[config.mk]
export PLATFORM = sky130hd
export DESIGN_NAME = mmio_host_initiator_flat
export DESIGN_NICKNAME = d
export VERILOG_FILES = /design/src/rtl/mmio_host_initiator_pkg.sv /design/src/rtl/mmio_if.sv /design/src/rtl/mmio_host_initiator_timeout_counter.sv /design/src/rtl/mmio_host_initiator.sv /design/src/flat_wrapper.sv
export SDC_FILE = /design/constraint.sdc
export NUM_CORES = 1
export LEC_CHECK = 0
export BUFFER_PORTS_ARGS = -buffer_cell sky130_fd_sc_hd__buf_2
export CAP_MARGIN = 5
export CORE_MARGIN = 1
export CORE_UTILIZATION = 50
export DETAILED_ROUTE_END_ITERATION = 10
export HOLD_SLACK_MARGIN = 0.05
export PLACE_DENSITY = 0.9
export SYNTH_ARGS = -nofsm -noshare
export SYNTH_HDL_FRONTEND = slang
export SYNTH_HIERARCHICAL = 1
export SYNTH_SLANG_ARGS = --single-unit
[constraint.sdc]
create_clock -name clock -period 2.4 [get_ports clock]
set_input_delay 0.24 -clock clock [delete_from_list [all_inputs] [get_ports clock]]
set_output_delay 0.24 -clock clock [all_outputs]
set_load 0.02 [all_outputs]
[src/rtl/mmio_host_initiator_pkg.sv]
// -----------------------------------------------------------------------------
// mmio_host_initiator_pkg
// Shared definitions for the host-side MMIO initiator:
//   - TIA_MMIO_INDEX_WIDTH / TIA_MMIO_DATA_WIDTH : mmio_if word index / data widths
//   - TIA_MMIO_INITIATOR_TIMEOUT_CYCLES          : default acknowledge timeout
//   - mmio_initiator_state_t                     : initiator FSM state encoding
// -----------------------------------------------------------------------------
package mmio_host_initiator_pkg;

    localparam int TIA_MMIO_INDEX_WIDTH              = 8;
    localparam int TIA_MMIO_DATA_WIDTH               = 32;
    localparam int TIA_MMIO_INITIATOR_TIMEOUT_CYCLES = 256;

    typedef enum logic [1:0] {
        IDLE    = 2'd0,
        READ    = 2'd1,
        WRITE   = 2'd2,
        RESPOND = 2'd3
    } mmio_initiator_state_t;

endpackage

[src/rtl/mmio_if.sv]
// -----------------------------------------------------------------------------
// mmio_if
// Single-word MMIO bus between a host initiator and the memory mapper.
//   host modport  : drives read_req/read_index, write_req/write_index/write_data;
//                   receives read_ack/read_data and write_ack.
//   device modport: the mirror image.
// -----------------------------------------------------------------------------
interface mmio_if;
    import mmio_host_initiator_pkg::*;

    logic                            read_req;
    logic [TIA_MMIO_INDEX_WIDTH-1:0] read_index;
    logic                            read_ack;
    logic [TIA_MMIO_DATA_WIDTH-1:0]  read_data;
    logic                            write_req;
    logic [TIA_MMIO_INDEX_WIDTH-1:0] write_index;
    logic [TIA_MMIO_DATA_WIDTH-1:0]  write_data;
    logic                            write_ack;

    modport host (
        output read_req, read_index, write_req, write_index, write_data,
        input  read_ack, read_data, write_ack
    );

    modport device (
        input  read_req, read_index, write_req, write_index, write_data,
        output read_ack, read_data, write_ack
    );
endinterface

[src/rtl/mmio_host_initiator_timeout_counter.sv]
// -----------------------------------------------------------------------------
// mmio_timeout_counter
// Counts cycles a request has been outstanding and flags the last allowed one.
//   clock, reset_n : system clock, asynchronous active-low reset
//   clear          : force the count to zero (held while no request is pending)
//   enable         : a request is pending this cycle; count advances
//   expired        : enable is high and this is cycle TIMEOUT_CYCLES of the request
// Parameter TIMEOUT_CYCLES (2..65535). The owner leaves the request state on
// expired, so the count never wraps.
// -----------------------------------------------------------------------------
module mmio_timeout_counter #(
    parameter int TIMEOUT_CYCLES = 256
) (
    input  logic clock,
    input  logic reset_n,
    input  logic clear,
    input  logic enable,
    output logic expired
);

    localparam int            CW   = $clog2(TIMEOUT_CYCLES);
    localparam logic [CW-1:0] LAST = CW'(TIMEOUT_CYCLES - 1);

    logic [CW-1:0] count_q;
    logic [CW-1:0] count_d;

    // Next count: clear wins over enable.
    always_comb begin
        count_d = count_q;
        if (clear) begin
            count_d = '0;
        end else if (enable) begin
            count_d = count_q + CW'(1);
        end else begin
            count_d = count_q;
        end
    end

    // Count register.
    always_ff @(posedge clock or negedge reset_n) begin
        if (!reset_n) begin
            count_q <= '0;
        end else begin
            count_q <= count_d;
        end
    end

    assign expired = enable && (count_q == LAST);

endmodule

[src/rtl/mmio_host_initiator.sv]
// -----------------------------------------------------------------------------
// mmio_host_initiator
// Turns a valid/ready command stream into single mmio_if read or write
// transactions and returns exactly one response per command.
//
// Ports:
//   clock, reset_n           : system clock, asynchronous active-low reset
//   cmd_valid/cmd_ready      : command handshake (cmd_ready is 0 during reset)
//   cmd_write, cmd_index,
//   cmd_data                 : command (1 = write); cmd_data ignored for reads
//   rsp_valid/rsp_ready      : response handshake
//   rsp_data, rsp_error      : read data (0 for writes/errors), timeout flag
//   mmio                     : mmio_if.host towards the memory mapper
//
// Parameter TIMEOUT_CYCLES (2..65535): longest a request is held unanswered.
//
// Build option TIA_MMIO_INITIATOR_TIMEOUT_EN: when defined, a timeout counter
// ends unanswered requests with rsp_error = 1. When undefined the initiator
// waits for an acknowledge indefinitely and rsp_error is always 0.
// -----------------------------------------------------------------------------
module mmio_host_initiator
    import mmio_host_initiator_pkg::*;
#(
    parameter int TIMEOUT_CYCLES = TIA_MMIO_INITIATOR_TIMEOUT_CYCLES
) (
    input  logic                            clock,
    input  logic                            reset_n,
    input  logic                            cmd_valid,
    output logic                            cmd_ready,
    input  logic                            cmd_write,
    input  logic [TIA_MMIO_INDEX_WIDTH-1:0] cmd_index,
    input  logic [TIA_MMIO_DATA_WIDTH-1:0]  cmd_data,
    output logic                            rsp_valid,
    input  logic                            rsp_ready,
    output logic [TIA_MMIO_DATA_WIDTH-1:0]  rsp_data,
    output logic                            rsp_error,
    mmio_if.host                            mmio
);

    if ((TIMEOUT_CYCLES < 2) || (TIMEOUT_CYCLES > 65535)) begin : g_bad_timeout
        $error("mmio_host_initiator: TIMEOUT_CYCLES must be within 2..65535");
    end

    mmio_initiator_state_t state_q, state_d;

    logic [TIA_MMIO_INDEX_WIDTH-1:0] cap_index_q, cap_index_d;
    logic [TIA_MMIO_DATA_WIDTH-1:0]  cap_data_q, cap_data_d;
    logic                            cmd_ready_q, cmd_ready_d;
    logic                            rsp_valid_q, rsp_valid_d;
    logic [TIA_MMIO_DATA_WIDTH-1:0]  rsp_data_q, rsp_data_d;
    logic                            rsp_error_q, rsp_error_d;
    logic                            read_req_q, read_req_d;
    logic [TIA_MMIO_INDEX_WIDTH-1:0] read_index_q, read_index_d;
    logic                            write_req_q, write_req_d;
    logic [TIA_MMIO_INDEX_WIDTH-1:0] write_index_q, write_index_d;
    logic [TIA_MMIO_DATA_WIDTH-1:0]  write_data_q, write_data_d;
    logic                            expired_s;

`ifdef TIA_MMIO_INITIATOR_TIMEOUT_EN
    logic in_request_s;

    // Held in clear outside READ/WRITE, so every request starts counting from 0.
    assign in_request_s = (state_q == READ) || (state_q == WRITE);

    mmio_timeout_counter #(
        .TIMEOUT_CYCLES (TIMEOUT_CYCLES)
    ) u_timeout (
        .clock   (clock),
        .reset_n (reset_n),
        .clear   (!in_request_s),
        .enable  (in_request_s),
        .expired (expired_s)
    );
`else
    assign expired_s = 1'b0;
`endif

    // Next-state logic; all registered outputs are decoded from the next state
    // so a request rises the cycle after the handshake and falls together with
    // rsp_valid rising.
    always_comb begin
        state_d     = state_q;
        cap_index_d = cap_index_q;
        cap_data_d  = cap_data_q;
        rsp_data_d  = rsp_data_q;
        rsp_error_d = rsp_error_q;

        case (state_q)
            IDLE: begin
                if (cmd_valid && cmd_ready_q) begin
                    cap_index_d = cmd_index;
                    cap_data_d  = cmd_write ? cmd_data : '0;
                    state_d     = cmd_write ? WRITE : READ;
                end else begin
                    state_d = IDLE;
                end
            end
            READ: begin
                // An acknowledge on the final allowed cycle takes priority.
                if (mmio.read_ack) begin
                    rsp_data_d  = mmio.read_data;
                    rsp_error_d = 1'b0;
                    state_d     = RESPOND;
                end else if (expired_s) begin
                    rsp_data_d  = '0;
                    rsp_error_d = 1'b1;
                    state_d     = RESPOND;
                end else begin
                    state_d = READ;
                end
            end
            WRITE: begin
                if (mmio.write_ack) begin
                    rsp_data_d  = '0;
                    rsp_error_d = 1'b0;
                    state_d     = RESPOND;
                end else if (expired_s) begin
                    rsp_data_d  = '0;
                    rsp_error_d = 1'b1;
                    state_d     = RESPOND;
                end else begin
                    state_d = WRITE;
                end
            end
            RESPOND: begin
                if (rsp_ready) begin
                    rsp_data_d  = '0;
                    rsp_error_d = 1'b0;
                    cap_index_d = '0;
                    cap_data_d  = '0;
                    state_d     = IDLE;
                end else begin
                    state_d = RESPOND;
                end
            end
            default: begin
                state_d     = IDLE;
                rsp_data_d  = '0;
                rsp_error_d = 1'b0;
            end
        endcase

        cmd_ready_d   = (state_d == IDLE);
        rsp_valid_d   = (state_d == RESPOND);
        read_req_d    = (state_d == READ);
        write_req_d   = (state_d == WRITE);
        read_index_d  = read_req_d  ? cap_index_d : '0;
        write_index_d = write_req_d ? cap_index_d : '0;
        write_data_d  = write_req_d ? cap_data_d  : '0;
    end

    // State, capture and output registers; reset drops any pending request at once.
    always_ff @(posedge clock or negedge reset_n) begin
        if (!reset_n) begin
            state_q       <= IDLE;
            cap_index_q   <= '0;
            cap_data_q    <= '0;
            cmd_ready_q   <= 1'b1;
            rsp_valid_q   <= 1'b0;
            rsp_data_q    <= '0;
            rsp_error_q   <= 1'b0;
            read_req_q    <= 1'b0;
            read_index_q  <= '0;
            write_req_q   <= 1'b0;
            write_index_q <= '0;
            write_data_q  <= '0;
        end else begin
            state_q       <= state_d;
            cap_index_q   <= cap_index_d;
            cap_data_q    <= cap_data_d;
            cmd_ready_q   <= cmd_ready_d;
            rsp_valid_q   <= rsp_valid_d;
            rsp_data_q    <= rsp_data_d;
            rsp_error_q   <= rsp_error_d;
            read_req_q    <= read_req_d;
            read_index_q  <= read_index_d;
            write_req_q   <= write_req_d;
            write_index_q <= write_index_d;
            write_data_q  <= write_data_d;
        end
    end

    // cmd_ready idles high in IDLE but must read 0 while reset is held.
    assign cmd_ready        = cmd_ready_q & reset_n;
    assign rsp_valid        = rsp_valid_q;
    assign rsp_data         = rsp_data_q;
    assign rsp_error        = rsp_error_q;
    assign mmio.read_req    = read_req_q;
    assign mmio.read_index  = read_index_q;
    assign mmio.write_req   = write_req_q;
    assign mmio.write_index = write_index_q;
    assign mmio.write_data  = write_data_q;

endmodule

[src/flat_wrapper.sv]
// flat-port wrapper written by rule: the top's interface ports become plain ports
module mmio_host_initiator_flat import mmio_host_initiator_pkg::*;
#(
    parameter int TIMEOUT_CYCLES = TIA_MMIO_INITIATOR_TIMEOUT_CYCLES
)
  (clock, reset_n, cmd_valid, cmd_ready, cmd_write, cmd_index, cmd_data, rsp_valid, rsp_ready, rsp_data, rsp_error, mmio_read_req, mmio_read_index, mmio_write_req, mmio_write_index, mmio_write_data, mmio_read_ack, mmio_read_data, mmio_write_ack);
  mmio_if mmio_i ();
  input  logic clock;
  input  logic reset_n;
  input  logic cmd_valid;
  output logic cmd_ready;
  input  logic cmd_write;
  input  logic [TIA_MMIO_INDEX_WIDTH-1:0] cmd_index;
  input  logic [TIA_MMIO_DATA_WIDTH-1:0] cmd_data;
  output logic rsp_valid;
  input  logic rsp_ready;
  output logic [TIA_MMIO_DATA_WIDTH-1:0] rsp_data;
  output logic rsp_error;
  output wire logic [$bits(mmio_i.read_req)-1:0] mmio_read_req;
  output wire logic [$bits(mmio_i.read_index)-1:0] mmio_read_index;
  output wire logic [$bits(mmio_i.write_req)-1:0] mmio_write_req;
  output wire logic [$bits(mmio_i.write_index)-1:0] mmio_write_index;
  output wire logic [$bits(mmio_i.write_data)-1:0] mmio_write_data;
  input wire logic [$bits(mmio_i.read_ack)-1:0] mmio_read_ack;
  input wire logic [$bits(mmio_i.read_data)-1:0] mmio_read_data;
  input wire logic [$bits(mmio_i.write_ack)-1:0] mmio_write_ack;
  assign mmio_read_req = mmio_i.read_req;
  assign mmio_read_index = mmio_i.read_index;
  assign mmio_write_req = mmio_i.write_req;
  assign mmio_write_index = mmio_i.write_index;
  assign mmio_write_data = mmio_i.write_data;
  assign mmio_i.read_ack = mmio_read_ack;
  assign mmio_i.read_data = mmio_read_data;
  assign mmio_i.write_ack = mmio_write_ack;
  mmio_host_initiator #(.TIMEOUT_CYCLES(TIMEOUT_CYCLES)) u_core (.clock(clock), .reset_n(reset_n), .cmd_valid(cmd_valid), .cmd_ready(cmd_ready), .cmd_write(cmd_write), .cmd_index(cmd_index), .cmd_data(cmd_data), .rsp_valid(rsp_valid), .rsp_ready(rsp_ready), .rsp_data(rsp_data), .rsp_error(rsp_error), .mmio(mmio_i));
endmodule
==> results.py, run 1 <==
metrics = {
    "worst_setup_path": {
        "arrival_ns": 2.70,
        "critPathLaunchType": "register",
        "path_buf_inv": 2,
        "cp.required_ns": 2.86,
        "cpPeakStageDelay_ns": 0.59,
        "crit_chain": "inv_1 -> ha_1 -> and4b_1 -> nand3_1 -> dlygate4sd3_1 -> nand2_1",
        "path_class": "reg2reg",
        "cp-end-kind": "register",
        "path_delay_family": "simple AND/OR/NAND/NOR gates",
        "crit_slowest_cell": "dlygate4sd3_1",
        "crit_path_max_fanout": 10,
    },
    "sta": {
        "fin_skew_ns": 0.00737,
        "slew_violations": 0,
        "hold_viol": 0,
        "fmax_mhz": 446,
        "worst_pin_slew_ns": 0.967,
        "finalSetupViolations": 0,
        "fin_crit_sh_pct": 93.3,
        "grt_setup_unrepaired": "false",
        "tns_ns": 0,
        "relSlewSlack_pct": 35.3,
        "finalCriticalPeriod_ns": 2.24,
    },
    "power": {
        "vdd_drop_max_mv": 0.633,
        "leakagePower_nw": 4.10,
        "share_seq_of_total_power_pct": 30.7,
        "netSwitchingFraction_pct": 37.6,
        "p_total_w": 0.00938,
        "pwr-share-clk_pct": 30.7,
        "pwr-share-comb_pct": 38.6,
        "p_per_area_nw_per_um2": 1260,
        "p_sw_w": 0.00352,
        "p_int_w": 0.00586,
    },
    "synth": {
        "synth_compound_area_share_pct": 12.0,
        "synth_xor_area_share_pct": 0,
        "synth_ff_type": "dfrtp_1",
        "synth_top_area_share_pct": 62.0,
        "synthCells": 460,
        "synth_top_area_cell": "dfrtp_1",
        "synth_edf_count": 0,
        "syn_avg_cell_area_sq_um": 11.0,
        "syn_nets": 543,
        "ys_async_sr_fraction_pct": 100,
        "synth_area_leaders": "dfrtp_1 62%, mux2i_1 6.4%, nand2_1 6.0%, o31ai_1 6.0%, a21oi_1 5.1%",
        "synthesis.area_sq_um": 5040,
        "synthSimpleGateAreaFrac_pct": 11.6,
        "synthMostInstantiatedCell": "dfrtp_1",
        "yosysSeqAreaShare_pct": 62.5,
        "synth.distinct_cells": 30,
        "synthTopCellsByCount": "125 x dfrtp_1, 80 x nand2_1, 51 x a21oi_1",
        "synth-adder-area-share_pct": 0.992,
        "synth-seq-cells": 126,
        "yosysWarnings": 6,
        "synth_top_family_by_area": "compound AO/OA/AOI/OAI gates",
        "synthMuxAreaShare_pct": 6.35,
    },
    "drt": {
        "detail-route-antenna-nets": 0,
        "drtPass1Iterations": 5,
        "drc": 0,
        "routedWlPerCell_microns": 17.1,
        "via_per_inst": 5.24,
        "drtIter0Drc": 271,
        "routed_wl_microns": 14300,
        "num_vias": 4400,
    },
    "cts": {
        "tritoncts": "yes",
        "clkSinkCount": 126,
        "ctsResizeCount": 0,
        "numCtsBuffers": 17,
        "clockBufferDepth": 2,
        "htreeDepth": 4,
        "cts_setup_buffers": 0,
        "cts-root-buf": "clkbuf_8",
        "clkLatencyLatePin_ns": 0.52,
        "cts.clk_slew.worst_paths_ns": 0.06,
    },
    "run": {
        "maxCapViolCount": 0,
    },
    "grt": {
        "grt_pass1_vias": 4559,
        "grt_usage_pct": 28.6,
        "antenna_found_initial": 0,
        "grt_overflow": 0,
        "grt_pass1_wl_microns": 22300,
        "grt_max_degree": 127,
    },
    "placed_design": {
        "io_buffers": 162,
        "place_hpwl_microns": 7700,
        "place_congestion": 0.775,
    },
    "cells_and_area": {
        "fillers": 585,
        "area_growth_pct": 47.1,
        "num-nets-final": 776,
        "insertedDiodeCount": 0,
        "drive_gt1_share_pct": 29.7,
    },
    "hold_path": {
        "hold_path.class": "in2reg",
    },
    "die": {
        "die_area_sq_um": 10500,
        "start_util_pct": 51.6,
        "die_w_microns": 102,
        "io_pins": 164,
        "die_y_microns": 102,
        "num_rows": 36,
        "core_area_sq_um": 9770,
    },
    "outcome": {
        "status": "finished clean",
    },
}
## cells in the final DEF, fill, tap and decap left out, types with 4 or more instances in the layout
cell | Yosys | routed
a21oi_1 | 51 | 51
buf_4 | 1 | 8
bufinv_16 | 0 | 6
dfrtp_1 | 125 | 125
ha_1 | 4 | 4
dlygate4sd3_1 | 0 | 76
buf_2 | 12 | 161
inv_1 | 38 | 38
nand2_1 | 80 | 80
clkbuf_16 | 0 | 16
nand3_1 | 33 | 33
mux2i_1 | 32 | 32
clkbuf_8 | 0 | 4
o31ai_1 | 40 | 40
## cell type report
type | count | area [sq um] | share of cell area (%)
sequential | 126 | 3150 | 42.5
clock buffer | 21 | 459 | 6.19
timing repair buffer | 248 | 1690 | 22.7
tap | 133 | 166 | 2.24
clock inverter | 11 | 210 | 2.83
inverter | 38 | 143 | 1.92
multi-input combinational | 262 | 1600 | 21.6
## cells by family after synthesis
kind of cell    count (synthesis)
simple gates                  128
flops                         126
compound gates                 96
buf+inv                        73
mux                            32
fa+ha+maj                       4
other cells                     1
## what timing repair did
action / CTS / global route
setup endpoints to repair: 0 / 8
endpoints found under the hold margin: 245 / 0
hold buffers: 76 / 0
## metrics by stage
step           instance area (sq um)  hold slack [ns]  instances  setup slack (ns)  utilization (%)
2_1_floorplan                   5040          -0.0556        460             0.645                -
5_1_grt                         7420            0.314        839            0.0659             75.9
6_report                        7420            0.311        839             0.160             75.9
4_1_cts                         7410            0.288        838             0.161             75.8
3_3_place_gp                    5980            0.398        730             0.295             61.2
3_5_place_dp                    5980            0.411        730             0.216             61.2
## worst reg2reg max path, cell delays in order (launching register included)
cell and delay [ns]:
dfrtp_1 0.40, inv_1 0.10, ha_1 0.35, and4b_1 0.50, nand3_1 0.17, dlygate4sd3_1 0.59
nand2_1 0.07
## state kept, by name, indices dropped and copies added (netlist names)
name	cells
u_core/mmio.write_data	32
u_core/mmio.read_index	8
u_core/cap_data_q	32
u_core/rsp_valid	1
u_core/mmio.read_req	1
u_core/state_q	2
u_core/mmio.write_index	8
u_core/rsp_data	32
u_core/cap_index_q	8
u_core/cmd_ready_q	1
u_core/mmio.write_req	1
## worst paths after layout
check	startpoint	endpoint	slack [ns]	cells past startpoint
setup / recovery	u_core/state_q[0]$_DFF_PN0_	u_core/cap_data_q[30]$_DFF_PN0_	0.16	6
hold / removal	mmio_read_ack	u_core/cmd_ready_q$_DFF_PN1_	0.31	4
setup reg to reg	u_core/state_q[0]$_DFF_PN0_	u_core/cap_data_q[30]$_DFF_PN0_	0.16	6
hold reg to reg	u_core/cap_data_q[8]$_DFF_PN0_	u_core/cap_data_q[8]$_DFF_PN0_	0.49	2
max in group asynchronous	reset_n	u_core/rsp_data[2]$_DFFE_PN0P_	1.51	3
min in group asynchronous	reset_n	u_core/rsp_data[21]$_DFFE_PN0P_	0.37	3
## power groups by stage
stage / combinational, W / sequential (W) / clock (W)
detailed placement: 0.00342 / 0.00290 / 0
global route: 0.00390 / 0.00293 / 0.00304
finish: 0.00362 / 0.00288 / 0.00288
CTS: 0.00354 / 0.00287 / 0.00292
global placement: 0.00327 / 0.00286 / 0
floorplan: 0.00206 / 0.00323 / 0
## layer usage
layer	vias up	global-route usage (%)	wire [microns]	part of all wire, %
met2	215	48.8	7450	52
li1	2019	-	-	-
met4	0	15.2	407	2.8
met1	2130	31.4	5460	38
met3	36	9.71	1020	7.1
met5	-	0	0	0
No activity file was read; power rests on OpenSTA's default activity.
==> run 2: changes to the inputs <==
==> constraint.sdc (replaced) <==
create_clock -name clock -period 2.4 [get_ports clock]
set_input_delay 0.12 -clock clock [delete_from_list [all_inputs] [get_ports clock]]
set_output_delay 0.12 -clock clock [all_outputs]
set_load 0.02 [all_outputs]
==> results.py, run 2 (synthesized netlist as in run 1, its figures left out) <==
metrics = {
    "outcome": {
        "status": "finished clean",
    },
    "sta": {
        "finalSetupViolations": 0,
        "fmax_mhz": 432,
        "slew_violations": 0,
        "grt_setup_unrepaired": "false",
        "worst_pin_slew_ns": 0.962,
        "fin_crit_sh_pct": 96.6,
        "hold_viol": 0,
        "fin_skew_ns": 0.00595,
        "finalCriticalPeriod_ns": 2.32,
        "tns_ns": 0,
        "fin_ws_ns": 0.0827,
        "relSlewSlack_pct": 35.6,
    },
    "placed_design": {
        "io_buffers": 162,
        "place_hpwl_microns": 7820,
        "place_congestion": 0.730,
        "dpl_worst_slack_ns": 0.204,
    },
    "die": {
        "die_y_microns": 102,
        "die_w_microns": 102,
        "io_pins": 164,
        "core_area_sq_um": 9770,
        "die_area_sq_um": 10500,
        "num_rows": 36,
        "start_util_pct": 51.6,
    },
    "grt": {
        "grt_pass1_vias": 4671,
        "grt_overflow": 0,
        "grt_usage_pct": 29.0,
        "grt_max_degree": 66,
        "grt_pass1_wl_microns": 22400,
        "antenna_found_initial": 0,
    },
    "worst_setup_path": {
        "r2r_start": "u_core/state_q[0]$_DFF_PN0_",
        "r2r_setup_slack_ns": 0.08,
        "path_class": "reg2reg",
        "cp.required_ns": 2.83,
        "cp-startpoint": "u_core/state_q[0]$_DFF_PN0_",
        "timing.rr.end": "u_core/mmio.write_data[30]$_DFF_PN0_",
        "crit_path_max_fanout": 10,
        "reg2reg_depth": 6,
        "arrival_ns": 2.75,
        "cp-end-kind": "register",
        "critPathLaunchType": "register",
    },
    "run": {
        "maxCapViolCount": 0,
    },
    "drt": {
        "via_per_inst": 5.20,
        "routedWlPerCell_microns": 17.5,
        "detail-route-antenna-nets": 0,
        "drtPass1Iterations": 4,
        "num_vias": 4359,
        "drc": 0,
        "drtIter0Drc": 208,
        "routed_wl_microns": 14700,
    },
    "cts": {
        "clockBufferDepth": 2,
        "numCtsBuffers": 17,
        "htreeDepth": 4,
        "cts-root-buf": "clkbuf_8",
        "clkLatencyLatePin_ns": 0.51,
        "cts.clk_slew.worst_paths_ns": 0.05,
        "tritoncts": "yes",
        "clkSinkCount": 126,
        "cts_setup_buffers": 0,
    },
    "power": {
        "pwr-share-clk_pct": 28.8,
        "share_seq_of_total_power_pct": 31.4,
        "p_int_w": 0.00566,
        "netSwitchingFraction_pct": 38.2,
        "p_per_area_nw_per_um2": 1240,
        "pwr-share-comb_pct": 39.8,
        "vdd_drop_max_mv": 0.699,
        "p_sw_w": 0.00350,
        "leakagePower_nw": 4.08,
    },
    "cells_and_area": {
        "num-nets-final": 777,
        "area_growth_pct": 46.3,
        "insertedDiodeCount": 0,
        "final_common_cell": "buf_2",
        "fillers": 612,
        "layout_common_cells": "161 x buf_2, 125 x dfrtp_1, 80 x nand2_1",
        "drive_gt1_share_pct": 29.5,
    },
    "hold_path": {
        "min_to": "u_core/state_q[1]$_DFF_PN0_",
        "holdCritStartpoint": "mmio_read_ack",
        "hold_path_depth": 4,
        "hold_path.class": "in2reg",
    },
}
[run 2: cell count changes in the layout (fill, tap and decap cells not counted)]
cell        change
buf_4           +1
clkbuf_8        +4
clkbuf_1        +2
clkinvlp_4      -1
clkinv_2        -3
bufinv_16       -3
[run 2: metal layers]
| layer | global-route usage [%] | wire [microns] | share of wire [%] |
|---|---|---|---|
| met5 | 0 | 0 | 0 |
| met2 | 50.8 | 7750 | 53 |
| met1 | 31.5 | 5570 | 38 |
| met4 | 15.2 | 359 | 2.4 |
| met3 | 8.82 | 1020 | 6.9 |
[run 2: worst max-delay path: stages (launching register included)]
cell and delay, ns:
dfrtp_1 0.40, inv_1 0.10, ha_1 0.35, and4b_1 0.49
nand3_1 0.13, dlygate4sd3_1 0.61, a21oi_1 0.15
[run 2: what timing repair did]
action | CTS | global route
hold buffers | 76 | 0
endpoints found under the hold margin | 247 | 0
endpoints found under the setup margin | 0 | 9
gates resized for setup | 0 | 0
[run 2: worst max path at each step]
stage	endpoint	slack, ns	depth (start not counted)
6_report	u_core/mmio.write_data[30]$_DFF_PN0_	0.08	6
2_1_floorplan	u_core/rsp_data[10]$_DFFE_PN0P_	0.65	6
3_5_place_dp	u_core/mmio.read_index[1]$_DFF_PN0_	0.20	4
5_1_grt	u_core/mmio.write_data[30]$_DFF_PN0_	0.02	6
3_3_place_gp	u_core/mmio.read_index[4]$_DFF_PN0_	0.31	4
4_1_cts	u_core/mmio.read_index[0]$_DFF_PN0_	0.14	4
[run 2: power by group through the flow]
stage                     registers (W)  clock network (W)  logic [W]
final                           0.00288            0.00264    0.00364
after floorplan                 0.00323                  0    0.00206
after CTS                       0.00286            0.00266    0.00355
after global placement          0.00286                  0    0.00326
after detailed placement        0.00289                  0    0.00341
after global routing            0.00293            0.00276    0.00392
[run 2: cell type report]
class | instances | area (sq um) | share of cell area (%)
flip-flops and latches | 126 | 3150 | 42.8
well taps | 133 | 166 | 2.26
clock inverters | 4 | 97.6 | 1.32
repair buffers | 249 | 1690 | 23.0
multi-input cells | 262 | 1600 | 21.7
inverters | 38 | 143 | 1.93
clock buffers | 27 | 522 | 7.07
[run 2: through the flow]
| step | cell area (sq um) | instances | utilization (%) | total power (W) | hold slack (ns) |
|---|---|---|---|---|---|
| 2_1_floorplan | 5040 | 460 | - | 0.00530 | -0.176 |
| 3_3_place_gp | 5990 | 731 | 61.3 | 0.00612 | 0.334 |
| 3_5_place_dp | 5990 | 731 | 61.3 | 0.00630 | 0.350 |
| 4_1_cts | 7370 | 838 | 75.4 | 0.00907 | 0.155 |
| 5_1_grt | 7380 | 839 | 75.5 | 0.00961 | 0.198 |
| 6_report | 7380 | 839 | 75.5 | 0.00916 | 0.182 |
==> run 3: changes to the inputs <==
- CORE_ASPECT_RATIO: default -> 0.8
==> results.py, run 3 (synthesized netlist as in run 1, its figures left out) <==
metrics = {
    "sta": {
        "tns_ns": 0,
        "finalSetupViolations": 0,
        "slew_violations": 0,
        "fmax_mhz": 434,
        "worst_pin_slew_ns": 0.563,
        "finalCriticalPeriod_ns": 2.30,
        "fin_skew_ns": 0.00587,
        "hold_viol": 0,
        "holdWs_ns": 0.262,
        "relSlewSlack_pct": 62.5,
        "fin_crit_sh_pct": 95.9,
    },
    "die": {
        "start_util_pct": 51.8,
        "core_area_sq_um": 9730,
        "die_area_sq_um": 10500,
        "num_rows": 32,
        "die_w_microns": 114,
        "die_y_microns": 91.8,
        "io_pins": 164,
    },
    "power": {
        "vdd_drop_max_mv": 0.879,
        "leakagePower_nw": 4.09,
        "p_total_w": 0.00913,
        "p_per_area_nw_per_um2": 1240,
    },
    "run": {
        "maxCapViolCount": 0,
    },
    "cts": {
        "clkLatencyLatePin_ns": 0.40,
        "numCtsBuffers": 17,
        "clockBufferDepth": 2,
        "cts-root-buf": "clkbuf_16",
        "clkSinkCount": 126,
        "cts.clk_slew.worst_paths_ns": 0.05,
        "tritoncts": "yes",
        "htreeDepth": 4,
    },
    "cells_and_area": {
        "area_growth_pct": 46.1,
        "drive_gt1_share_pct": 29.9,
        "final_common_cell": "buf_2",
        "instances_no_fill": 845,
        "num-nets-final": 780,
        "insertedDiodeCount": 0,
        "layout_common_cells": "161 x buf_2, 125 x dfrtp_1, 80 x nand2_1",
        "finalInstanceArea_sq_um": 7370,
    },
    "grt": {
        "grt_pass1_wl_microns": 21900,
        "grt_overflow": 0,
        "grt_usage_pct": 27.6,
        "antenna_found_initial": 0,
        "grt_max_degree": 48,
        "grt_pass1_vias": 4550,
    },
    "hold_path": {
        "hold_path.class": "in2async",
    },
    "placed_design": {
        "placed_cells": 738,
        "io_buffers": 162,
        "place_congestion": 0.816,
        "place_hpwl_microns": 7930,
        "postPlaceCellArea_sq_um": 6000,
    },
    "drt": {
        "num_vias": 4348,
        "routedWlPerCell_microns": 16.3,
        "drc": 0,
        "drtIter0Drc": 261,
        "drtPass1Iterations": 4,
        "detail-route-antenna-nets": 0,
        "routed_wl_microns": 13800,
        "via_per_inst": 5.15,
    },
    "worst_setup_path": {
        "cp-end-kind": "register",
        "cp.required_ns": 2.72,
        "crit_path_max_fanout": 18,
        "reg2reg_depth": 7,
        "path_class": "reg2reg",
        "r2r_setup_slack_ns": 0.1,
        "arrival_ns": 2.62,
        "timing.rr.end": "u_core/mmio.write_data[30]$_DFF_PN0_",
        "r2r_start": "u_core/state_q[0]$_DFF_PN0_",
        "critPathLaunchType": "register",
    },
    "outcome": {
        "status": "finished clean",
    },
}
[run 3: cell count changes in the layout (fill, tap and decap cells not counted), sizes merged]
cell / delta
buf: +4
clkbuf: -2
clkinv: +3
clkinvlp: -1
nor2b: -1
[run 3: final cells by class]
class / instances / area, sq um
inverters: 38 / 143
well taps: 136 / 170
flip-flops and latches: 126 / 3150
fillers: 614 / 2360
repair buffers: 253 / 1700
multi-input cells: 261 / 1590
clock buffers: 25 / 505
clock inverters: 6 / 105
[run 3: metrics by stage]
| step | utilization, % | setup WS [ns] |
|---|---|---|
| 3_3_place_gp | 61.6 | 0.471 |
| 6_report | 75.7 | 0.0978 |
| 3_5_place_dp | 61.6 | 0.377 |
| 2_1_floorplan | - | 0.645 |
| 5_1_grt | 75.7 | -0.000820 |
| 4_1_cts | 75.7 | 0.0157 |
[run 3: how the worst max path moves through the flow]
stage               slack (ns)                         from                              endpoint  depth (start not counted)
floorplan                 0.65  u_core/state_q[0]$_DFF_PN0_       u_core/rsp_data[10]$_DFFE_PN0P_                          6
CTS                       0.02  u_core/state_q[0]$_DFF_PN0_  u_core/mmio.write_data[30]$_DFF_PN0_                          7
finish                     0.1  u_core/state_q[0]$_DFF_PN0_  u_core/mmio.write_data[30]$_DFF_PN0_                          7
detailed placement        0.38  u_core/state_q[0]$_DFF_PN0_  u_core/mmio.write_data[29]$_DFF_PN0_                          6
global placement          0.47  u_core/state_q[0]$_DFF_PN0_  u_core/mmio.write_data[23]$_DFF_PN0_                          6
global route           -0.0008  u_core/state_q[0]$_DFF_PN0_  u_core/mmio.write_data[30]$_DFF_PN0_                          7
[run 3: power by group]
group          switching (W)  leakage, nW  internal, W
registers           0.000227         1.70      0.00264
clock network       0.000854        0.303      0.00176
logic                0.00241         2.08      0.00124
[run 3: worst max-delay path, stage by stage (launching register included)]
cell           delay, ns
dfrtp_1             0.38
inv_1               0.07
ha_1                0.30
buf_4               0.21
and4b_2             0.44
nand3_1             0.10
dlygate4sd3_1       0.58
a21oi_1             0.15
[run 3: repair_timing]
action                                  CTS  global route
endpoints found under the hold margin   159             0
endpoints found under the setup margin    0             1
hold buffers                             76             0
gates resized for setup                   0             1
buffers inserted                          0             0
[run 3: routing by layer]
metal  part of all wire (%)  GRT usage (%)  vias to the layer above  routed length (microns)
met5                      0              0                        -                        0
met4                    1.6           10.2                        0                      223
met1                     42           33.3                     2121                     5800
met2                     50           47.3                      176                     6900
li1                       -              -                     2031                        -
met3                    6.5           7.34                       20                      896
